File: config.mk
export PLATFORM = sky130hd
export DESIGN_NAME = hyperbus_axi_rd_burst_splitter_flat
export DESIGN_NICKNAME = d
export VERILOG_FILES = /design/src/rtl/hyperbus_axi_rd_burst_splitter_if.sv /design/src/rtl/hyperbus_axi_rd_burst_splitter.sv /design/src/flat_wrapper.sv
export SDC_FILE = /design/constraint.sdc
export NUM_CORES = 1
export LEC_CHECK = 0
export CORE_MARGIN = 3
export CORE_UTILIZATION = 30
export DETAILED_ROUTE_END_ITERATION = 12
export GPL_ROUTABILITY_DRIVEN = 0
export GPL_TIMING_DRIVEN = 0
export MAX_ROUTING_LAYER = met4
export RECOVER_POWER = 25
export SKIP_LAST_GASP = 1
export SYNTH_ARGS = -nofsm -noshare
export SYNTH_HDL_FRONTEND = slang
export SYNTH_SLANG_ARGS = --single-unit
File: constraint.sdc
create_clock -name clk_i -period 6.05 [get_ports clk_i]
set_input_delay 0.9075 -clock clk_i [delete_from_list [all_inputs] [get_ports clk_i]]
set_output_delay 0.9075 -clock clk_i [all_outputs]
set_load 0.02 [all_outputs]
File: src/rtl/hyperbus_axi_rd_burst_splitter_if.sv
// AXI read address + read data channel bundle (AR/R), 16-bit data path.
interface hyperbus_axi_rd_burst_splitter_if #(
  parameter int AW = 32,
  parameter int DW = 16,
  parameter int IW = 10
);
  logic          ar_valid;
  logic          ar_ready;
  logic [AW-1:0] ar_addr;
  logic [7:0]    ar_len;
  logic [IW-1:0] ar_id;
  logic          r_valid;
  logic          r_ready;
  logic [DW-1:0] r_data;
  logic [1:0]    r_resp;
  logic          r_last;
  logic [IW-1:0] r_id;

  // Side that issues read requests and consumes read data
  modport master (
    output ar_valid, ar_addr, ar_len, ar_id, r_ready,
    input  ar_ready, r_valid, r_data, r_resp, r_last, r_id
  );

  // Side that accepts read requests and returns read data
  modport slave (
    input  ar_valid, ar_addr, ar_len, ar_id, r_ready,
    output ar_ready, r_valid, r_data, r_resp, r_last, r_id
  );
endinterface

File: src/rtl/hyperbus_axi_rd_burst_splitter.sv
// Splits INCR read bursts into row-safe, length-capped sub-bursts towards the
// hyperbus controller and stitches the returned beats back into one burst.
// One sub-burst outstanding at a time.
module hyperbus_axi_rd_burst_splitter #(
  parameter int AW        = 32,
  parameter int DW        = 16,
  parameter int IW        = 10,
  parameter int BOUNDARY  = 1024,
  parameter int MAX_BEATS = 64
) (
  input  logic clk_i,
  input  logic rst_i,
  hyperbus_axi_rd_burst_splitter_if.slave  s,
  hyperbus_axi_rd_burst_splitter_if.master m
);
  localparam int BW = $clog2(BOUNDARY);

  typedef enum logic [1:0] {IDLE, ISSUE, DATA} state_t;

  state_t        state, state_nxt;
  logic          rdy_q;
  logic [AW-1:0] cur_addr;
  logic [IW-1:0] id_q;
  logic [8:0]    rem;
  logic [8:0]    sub_cnt;
  logic [BW:0]   room;
  logic [8:0]    beats;
  int            beats_i;
  logic          beat;

  // Bytes left in the current row; cur_addr is always even so this is >= 2
  assign room = (BW+1)'(BOUNDARY) - {1'b0, cur_addr[BW-1:0]};
  assign beat = (state == DATA) && m.r_valid && s.r_ready;

  // Sub-burst size: smallest of remaining beats, MAX_BEATS and beats to row end
  always_comb begin
    beats_i = int'(rem);
    if (beats_i > MAX_BEATS) beats_i = MAX_BEATS;
    if (beats_i > int'(room[BW:1])) beats_i = int'(room[BW:1]);
    beats = 9'(beats_i);
  end

  // Next state and all channel outputs; everything is 0 outside its state
  always_comb begin
    state_nxt  = state;
    s.ar_ready = rdy_q;
    m.ar_valid = 1'b0;
    m.ar_addr  = '0;
    m.ar_len   = '0;
    m.ar_id    = '0;
    m.r_ready  = 1'b0;
    s.r_valid  = 1'b0;
    s.r_data   = '0;
    s.r_resp   = '0;
    s.r_last   = 1'b0;
    s.r_id     = '0;
    case (state)
      IDLE: if (s.ar_valid && rdy_q) state_nxt = ISSUE;
      ISSUE: begin
        m.ar_valid = 1'b1;
        m.ar_addr  = cur_addr;
        m.ar_len   = 8'(beats - 9'd1);
        m.ar_id    = id_q;
        if (m.ar_ready) state_nxt = DATA;
      end
      DATA: begin
        m.r_ready = s.r_ready;
        s.r_valid = m.r_valid;
        s.r_data  = m.r_data;
        s.r_resp  = m.r_resp;
        s.r_last  = (rem == 9'd1);
        s.r_id    = id_q;
        if (beat && sub_cnt == 9'd1) state_nxt = (rem == 9'd1) ? IDLE : ISSUE;
      end
      default: state_nxt = IDLE;
    endcase
  end

  // State, counters and address; cur_addr advances as soon as a sub-burst is
  // accepted since it is only presented again in the next ISSUE
  always_ff @(posedge clk_i or posedge rst_i) begin
    if (rst_i) begin
      state    <= IDLE;
      rdy_q    <= 1'b0;
      cur_addr <= '0;
      id_q     <= '0;
      rem      <= '0;
      sub_cnt  <= '0;
    end else begin
      state <= state_nxt;
      rdy_q <= (state_nxt == IDLE);
      if (state == IDLE && s.ar_valid && rdy_q) begin
        cur_addr <= s.ar_addr & ~AW'(1);
        id_q     <= s.ar_id;
        rem      <= 9'(s.ar_len) + 9'd1;
      end
      if (state == ISSUE && m.ar_ready) begin
        sub_cnt  <= beats;
        cur_addr <= cur_addr + AW'({beats, 1'b0});
      end
      if (beat) begin
        rem     <= rem - 9'd1;
        sub_cnt <= sub_cnt - 9'd1;
      end
    end
  end

  // Simulation-only sanity checks on controller behaviour and address alignment
  always_ff @(posedge clk_i) begin
    if (!rst_i) begin
      if (beat) assert (m.r_last == (sub_cnt == 9'd1));
      assert (!(m.r_valid && state != DATA));
      assert (!cur_addr[0]);
    end
  end
endmodule
File: src/flat_wrapper.sv
// flat-port wrapper written by rule: the top's interface ports become plain ports
module hyperbus_axi_rd_burst_splitter_flat 
#(
  parameter int AW        = 32,
  parameter int DW        = 16,
  parameter int IW        = 10,
  parameter int BOUNDARY  = 1024,
  parameter int MAX_BEATS = 64
)
  (clk_i, rst_i, s_ar_valid, s_ar_addr, s_ar_len, s_ar_id, s_r_ready, s_ar_ready, s_r_valid, s_r_data, s_r_resp, s_r_last, s_r_id, m_ar_valid, m_ar_addr, m_ar_len, m_ar_id, m_r_ready, m_ar_ready, m_r_valid, m_r_data, m_r_resp, m_r_last, m_r_id);
  hyperbus_axi_rd_burst_splitter_if #(.AW(AW), .DW(DW), .IW(IW)) s_i ();
  hyperbus_axi_rd_burst_splitter_if #(.AW(AW), .DW(DW), .IW(IW)) m_i ();
  input  logic clk_i;
  input  logic rst_i;
  input wire logic [$bits(s_i.ar_valid)-1:0] s_ar_valid;
  input wire logic [$bits(s_i.ar_addr)-1:0] s_ar_addr;
  input wire logic [$bits(s_i.ar_len)-1:0] s_ar_len;
  input wire logic [$bits(s_i.ar_id)-1:0] s_ar_id;
  input wire logic [$bits(s_i.r_ready)-1:0] s_r_ready;
  output wire logic [$bits(s_i.ar_ready)-1:0] s_ar_ready;
  output wire logic [$bits(s_i.r_valid)-1:0] s_r_valid;
  output wire logic [$bits(s_i.r_data)-1:0] s_r_data;
  output wire logic [$bits(s_i.r_resp)-1:0] s_r_resp;
  output wire logic [$bits(s_i.r_last)-1:0] s_r_last;
  output wire logic [$bits(s_i.r_id)-1:0] s_r_id;
  output wire logic [$bits(m_i.ar_valid)-1:0] m_ar_valid;
  output wire logic [$bits(m_i.ar_addr)-1:0] m_ar_addr;
  output wire logic [$bits(m_i.ar_len)-1:0] m_ar_len;
  output wire logic [$bits(m_i.ar_id)-1:0] m_ar_id;
  output wire logic [$bits(m_i.r_ready)-1:0] m_r_ready;
  input wire logic [$bits(m_i.ar_ready)-1:0] m_ar_ready;
  input wire logic [$bits(m_i.r_valid)-1:0] m_r_valid;
  input wire logic [$bits(m_i.r_data)-1:0] m_r_data;
  input wire logic [$bits(m_i.r_resp)-1:0] m_r_resp;
  input wire logic [$bits(m_i.r_last)-1:0] m_r_last;
  input wire logic [$bits(m_i.r_id)-1:0] m_r_id;
  assign s_i.ar_valid = s_ar_valid;
  assign s_i.ar_addr = s_ar_addr;
  assign s_i.ar_len = s_ar_len;
  assign s_i.ar_id = s_ar_id;
  assign s_i.r_ready = s_r_ready;
  assign s_ar_ready = s_i.ar_ready;
  assign s_r_valid = s_i.r_valid;
  assign s_r_data = s_i.r_data;
  assign s_r_resp = s_i.r_resp;
  assign s_r_last = s_i.r_last;
  assign s_r_id = s_i.r_id;
  assign m_ar_valid = m_i.ar_valid;
  assign m_ar_addr = m_i.ar_addr;
  assign m_ar_len = m_i.ar_len;
  assign m_ar_id = m_i.ar_id;
  assign m_r_ready = m_i.r_ready;
  assign m_i.ar_ready = m_ar_ready;
  assign m_i.r_valid = m_r_valid;
  assign m_i.r_data = m_r_data;
  assign m_i.r_resp = m_r_resp;
  assign m_i.r_last = m_r_last;
  assign m_i.r_id = m_r_id;
  hyperbus_axi_rd_burst_splitter #(.AW(AW), .DW(DW), .IW(IW), .BOUNDARY(BOUNDARY), .MAX_BEATS(MAX_BEATS)) u_core (.clk_i(clk_i), .rst_i(rst_i), .s(s_i), .m(m_i));
endmodule
Word-level counts from Yosys, hierarchy flattened:

Cells that the tools add are included.

* flip-flop bits (word level): 63
* output and inout port bits: 83
* logic and storage cells: 53

* $add $sub $neg: 6
* order comparisons: 2
* eq/ne operators: 4
* mux-type cells: 23
* reduce and logical (&&, ||, !) cells: 12

Operators with widths (number)
* $mux W32: 3
* $mux W9: 6
* $add A32 B10 Y32: 1
* $mux W10: 2
* $eq A9 B1 Y1 const B: 2
* $sub A9 B1 Y9 const B: 2
* $mux W16: 1
* $sub A11 B10 Y11 const A: 1
* $gt A9 B10 Y1: 1
* $add A8 B1 Y9 const B: 1
* $gt A9 B7 Y1 const B: 1
* $mux W2: 4
* $mux W8: 1
* $sub A8 B1 Y8 const B: 1
* $logic_and A1 B1 Y1: 7
* $pmux W2 S3: 1
* $reduce_bool A2 Y1: 3
* $mux W1: 5
* $logic_not A2 Y1: 2
* $eq A2 B1 Y1 const B: 1
* $eq A2 B2 Y1 const B: 1

Depth between registers and ports, before layout:

* depth in word-level cells: 7
* gate-level depth with buffers: 21
* mapped depth without buffers: 21

Worst setup path before layout:

Ideal clock, no wire load.

* path type: flip-flop to flip-flop
* from: register u_core.rem[2]
* to: register u_core.cur_addr[17]
* arrival time: 4471 ps
* required time: 5954 ps
* slack: 1484 ps
* stages on the path, launching flop included: 21
* clock period less this slack: 4566 ps
* cell sequence: dfrtp_1 buf_6 nor4_4 nand2_2 a211oi_4 and2_2 ha_1 nand2_1 or3_1 o21ai_1 nor3_4 mux2i_2 inv_1 fa_1 a21o_1 a21o_1 a21oi_1 o21a_1 nor2_1 and3_1 o31ai_1

* cells in the longest elaborated chain, start to end: 6

RTL lines
* start, declared: RTL line hyperbus_axi_rd_burst_splitter.sv:24 `logic [8:0] rem;`
* start signal, assigned: RTL line hyperbus_axi_rd_burst_splitter.sv:95 `rem <= 9'(s.ar_len) + 9'd1;`
* start signal, assigned: RTL line hyperbus_axi_rd_burst_splitter.sv:102 `rem <= rem - 9'd1;`
* $gt A9 B7 Y1: RTL line hyperbus_axi_rd_burst_splitter.sv:38 `if (beats_i > MAX_BEATS) beats_i = MAX_BEATS;`
* $mux W9 (*): RTL line hyperbus_axi_rd_burst_splitter.sv:38
* $gt A9 B10 Y1: RTL line hyperbus_axi_rd_burst_splitter.sv:39 `if (beats_i > int'(room[BW:1])) beats_i = int'(room[BW:1]);`
* $mux W9 (*): RTL line hyperbus_axi_rd_burst_splitter.sv:39
* $add A32 B10 Y32 (*): RTL line hyperbus_axi_rd_burst_splitter.sv:99 `cur_addr <= cur_addr + AW'({beats, 1'b0});`
* $mux W32 (*): RTL line hyperbus_axi_rd_burst_splitter.sv:97 `if (state == ISSUE && m.ar_ready) begin`
* end signal, assigned: RTL line hyperbus_axi_rd_burst_splitter.sv:93 `cur_addr <= s.ar_addr & ~AW'(1);`
* end signal, assigned: RTL line hyperbus_axi_rd_burst_splitter.sv:99
* end, declared: RTL line hyperbus_axi_rd_burst_splitter.sv:22 `logic [AW-1:0] cur_addr;`

Every way passes the cells marked *; elsewhere a longest branch is shown, timed or not.
A chain may end at the register's enable or synchronous reset.

Worst setup path in the final report:

* from: register u_core.rem[3]
* to: output m_ar_len[6]

* cells in the longest elaborated chain, start to end: 6

RTL lines
* $gt A9 B7 Y1: RTL line hyperbus_axi_rd_burst_splitter.sv:38
* $mux W9 (*): RTL line hyperbus_axi_rd_burst_splitter.sv:38
* $gt A9 B10 Y1: RTL line hyperbus_axi_rd_burst_splitter.sv:39
* $mux W9 (*): RTL line hyperbus_axi_rd_burst_splitter.sv:39
* $sub A8 B1 Y8 (*): RTL line hyperbus_axi_rd_burst_splitter.sv:62 `m.ar_len = 8'(beats - 9'd1);`
* $mux W8 (*): RTL line hyperbus_axi_rd_burst_splitter.sv:57 `case (state)`
* end, declared: RTL line flat_wrapper.sv:28 `output wire logic [$bits(m_i.ar_len)-1:0] m_ar_len;`

Marks and branches as above.

==> run summary <==
The worst min-delay path category is flop to flop. The worst setup path is launched from a flop. Fill cells in the final layout number 1640. Ranked by total cell area, the synthesized netlist is headed by dfrtp_1 31%, and2_1 8.9%, ha_1 6.9%. The endpoint arrival time on the critical path is 4840 ps. The pin count of the biggest net entering global routing came out at 63. The relative area change from synthesis to final layout came out at 42.60%. In this run, the combinational gates consume 63.1% of the power.

The total power of the final layout came out at 0.003774 W. The via count of the first global-routing pass is 4937. The cell row count came out at 46. The H-tree depth reported by CTS came out at 3. The setup violation total in the final timing report came out at 0.

The final reports fail on capacitance limit, slew limit. The analysis attributes to net switching a power of 0.001770 W. The required time reported for the critical path endpoint is 5140 ps. The first-pass iteration count of the detailed router came out at 5.

The die is 136.1 µm tall. The repair_antennas step left the layout with diodes totalling 0. The die is 136.1 µm wide.

In this run the worst path has a maximum fanout of 8. The clock tree from TritonCTS is done. The number of antenna violations at the first check in global routing came out at 0. The die footprint came out at 0.01853 mm². The most repeated library cell on the critical path is ha_1. The maximum count of clock buffers along a single path is 2.

The clock sink count came out at 62. The worst setup path is captured at an output pin. Headroom to the max-slew limit came out at -94.08%. In the final layout, the share of cells above drive strength 1 is 7.286%. The final standard cell area without fillers came out at 0.007246 mm². Leaving out fill and tap cells, the most frequent cell in the layout is clkdlybuf4s50_1. The setup TNS is 0 ps. After the last flow step, the layout net total stands at 905. The critical-path cell with the highest stage delay is clkdlybuf4s50_1. The clock group share of total power came out at 14.5%. The final clock period utilization by the worst path is 95.01%. Summed over all nets, the half-perimeter wirelength after detailed placement is 13.06 mm. For the pin with the worst max-slew slack, the measured transition is 2895 ps.

The number of storage elements in the synthesis netlist came out at 62. The sequential fraction of the synthesis area is 30.53%. The leakage power is 3.020 nW. The root buffer cell chosen for the clock tree is clkbuf_16. The clock-pin slew of the registers on the worst-case setup and hold paths is 50 ps. After synthesis, the share of flip-flops with an asynchronous set or reset is 100.0%. The total congestion overflow after global routing is 0. The prevailing post-synth register cell is dfrtp_1. Using the TritonRoute via totals, the vias-per-cell ratio works out to 5.047. The first global-routing pass estimated 26.51 mm of wire. Dividing the detail-routed wire length by the instance count gives 16.76 µm.

The power density over cell area came out at 520.8 mW/mm². The delay of the slowest critical-path stage came out at 620 ps. The number of max-capacitance violations reported came out at 1. The cell count after synthesis came out at 620. The signal on the critical path passes through nor4_4 -> nand2_2 -> a211oi_4 -> nand2_1 -> ha_1 -> nand3_1 -> or3_1 -> o21ai_1 -> nor3_4 -> mux2i_2 -> ha_1 -> o21ai_0 -> mux2i_1 -> xor2_1 -> nor2_1 -> clkdlybuf4s50_1. The flow ran to the end, but the final reports show violations. The Yosys step of the flow raised 0 warnings. Net switching is 46.91% of the power.

The cell-internal power came out at 0.002003 W. The detailed router finished its first iteration with 276 violations. Between clock sinks in the finished design, the worst skew comes to 6.265 ps. For this run, the total global-route usage over all layers was measured as 18.62%. The sequential power share came out at 22.4%. The final hold violation count came out at 0.

The TritonCTS buffer count came out at 9. The number of remaining DRC errors is 0. The biggest area contributor in the post-synthesis netlist is dfrtp_1.

The peak supply drop is 0.2305 mV. The total area inside the core boundary comes to 0.01623 mm². The count of vias placed by the detailed router is 5108.

A synthesized cell averages 8.195 µm². Once the floorplan was initialized, standard cells occupied 31.31% of the core. The top cell type's share of synthesized area is 30.53%. In the layout the commonest cells are 153 x clkdlybuf4s50_1, 77 x nand2_1, 72 x and2_1, 62 x dfrtp_1, 49 x nor2_1.

The number of port buffers is 154. Setup repair after global routing left no endpoint under its margin. The latest clock arrival within the worst-skew pair came out at 330 ps. The number of distinct library cells after synthesis is 75. The placed instance area came out at 0.006903 mm².

The number of flops mapped to enable cells by yosys came out at 0. The count of nets left with antenna violations once routing finished came out at 0. The type of the worst setup path is flop to output pin. 168 I/O pins were placed. For the finished layout, the period the worst path requires is 5748 ps.

The top achievable clock speed is 174.0 MHz. The max-slew violation total from the final report is 63. Wires add up to 16.96 mm. The cell area that synthesis handed to floorplanning was 0.005081 mm². The count of instances resized after the clock tree is built came out at 0.
## power by group through the flow
stage / registers (W) / clock network, W / logic, W
after detailed placement: 0.000843 / 0 / 0.00234
after global routing: 0.000878 / 0.000575 / 0.00264
after floorplan: 0.000780 / 0 / 0.00161
after CTS: 0.000840 / 0.000559 / 0.00236
after global placement: 0.000842 / 0 / 0.00234
final: 0.000845 / 0.000547 / 0.00238
## synthesized netlist by cell type (4+ instances only)
| master | count |
|---|---|
| nor2_1 | 49 |
| xnor2_1 | 20 |
| o22ai_1 | 7 |
| nand4_1 | 11 |
| a21o_1 | 9 |
| nand2_1 | 77 |
| a21oi_1 | 14 |
| nor3_1 | 14 |
| a211oi_1 | 11 |
| o211ai_1 | 10 |
| nand2_2 | 4 |
| o311ai_0 | 6 |
| mux2i_1 | 6 |
| and2_1 | 72 |
| inv_1 | 31 |
| nand3_1 | 31 |
| nand2b_1 | 5 |
| a22oi_1 | 10 |
| and3_1 | 10 |
| o21ai_0 | 20 |
| ha_1 | 28 |
| xor2_1 | 7 |
| clkbuf_1 | 24 |
| mux2_2 | 4 |
| dfrtp_1 | 62 |
## per-stage QoR
step | setup WS [ps] | cells | hold WS, ps | utilization (%)
2_1_floorplan | 1484 | 622 | 451.1 | -
3_3_place_gp | 457.7 | 992 | 473.8 | 42.51
3_5_place_dp | 471.3 | 992 | 475.7 | 42.53
4_1_cts | 97.06 | 1008 | 491.8 | 44.46
5_1_grt | 1.654 | 1012 | 525.6 | 44.64
6_report | 301.7 | 1012 | 483.7 | 44.64
## sequential cells by signal (all words and copies together) (netlist names)
register,count
u_core.s.ar_ready,1
u_core.cur_addr,31
u_core.id_q,10
u_core.state,2
u_core.rem,9
u_core.sub_cnt,9
## metal layers
| metal | vias to the layer above | GRT usage [%] | wire length [µm] |
|---|---|---|---|
| li1 | 2537 | - | - |
| met2 | 175 | 28.92 | 7968 |
| met3 | 23 | 3.072 | 1015 |
| met1 | 2373 | 25.15 | 7720 |
| met4 | 0 | 5.263 | 256 |
| met5 | - | - | 0 |
## final timing paths
kind | startpoint | end | slack, ps | depth (start not counted)
worst max register to register | u_core.rem[3] | u_core.cur_addr[14] | 740 | 19
min in group asynchronous | rst_i | u_core.cur_addr[25] | 1850 | 2
worst min-delay path | u_core.id_q[0] | u_core.id_q[0] | 480 | 2
max in group asynchronous | rst_i | u_core.cur_addr[3] | 2900 | 2
worst min register to register | u_core.id_q[0] | u_core.id_q[0] | 480 | 2
worst max-delay path | u_core.rem[3] | m_ar_len[6] | 300 | 16
## timing repair
item / CTS / global route
endpoints found under the setup margin: 0 / 2
setup buffers: 0 / 4
hold buffers: 0 / 0
## critical path: cells and delay by family, from the launching register on
kind | cells | cell delay (ps)
compound gates | 3 | 610
xor+xnor | 1 | 90
fa+ha+maj | 2 | 660
buf+inv | 1 | 620
flops | 1 | 460
mux | 2 | 620
simple gates | 7 | 1440
## final cells by class
class                   instances  area (µm²)  share of cell area (%)
clock buffers                   9       225.2                   3.108
flip-flops and latches         62        1551                   21.41
multi-input cells             496        3273                   45.17
clock inverters                 7       88.84                   1.226
well taps                     216       270.3                   3.730
inverters                      32       121.4                   1.675
repair buffers                158        1572                   21.69
plain buffers                  32       143.9                   1.986
## logic make-up (layout without fill, tap and decap cells)
group,after synthesis,after routing,share of synthesized area [%]
AO/OA/AOI/OAI,128,128,18.54
buffers and inverters,64,238,5.196
flip-flops,62,62,30.53
multiplexers,11,11,2.339
adder cells (fa/ha/maj),29,29,7.289
XOR/XNOR,27,27,4.654
other,1,3,0.07380
AND/OR/NAND/NOR,298,298,31.37
Note: power is estimated with default switching activity, not from simulation.
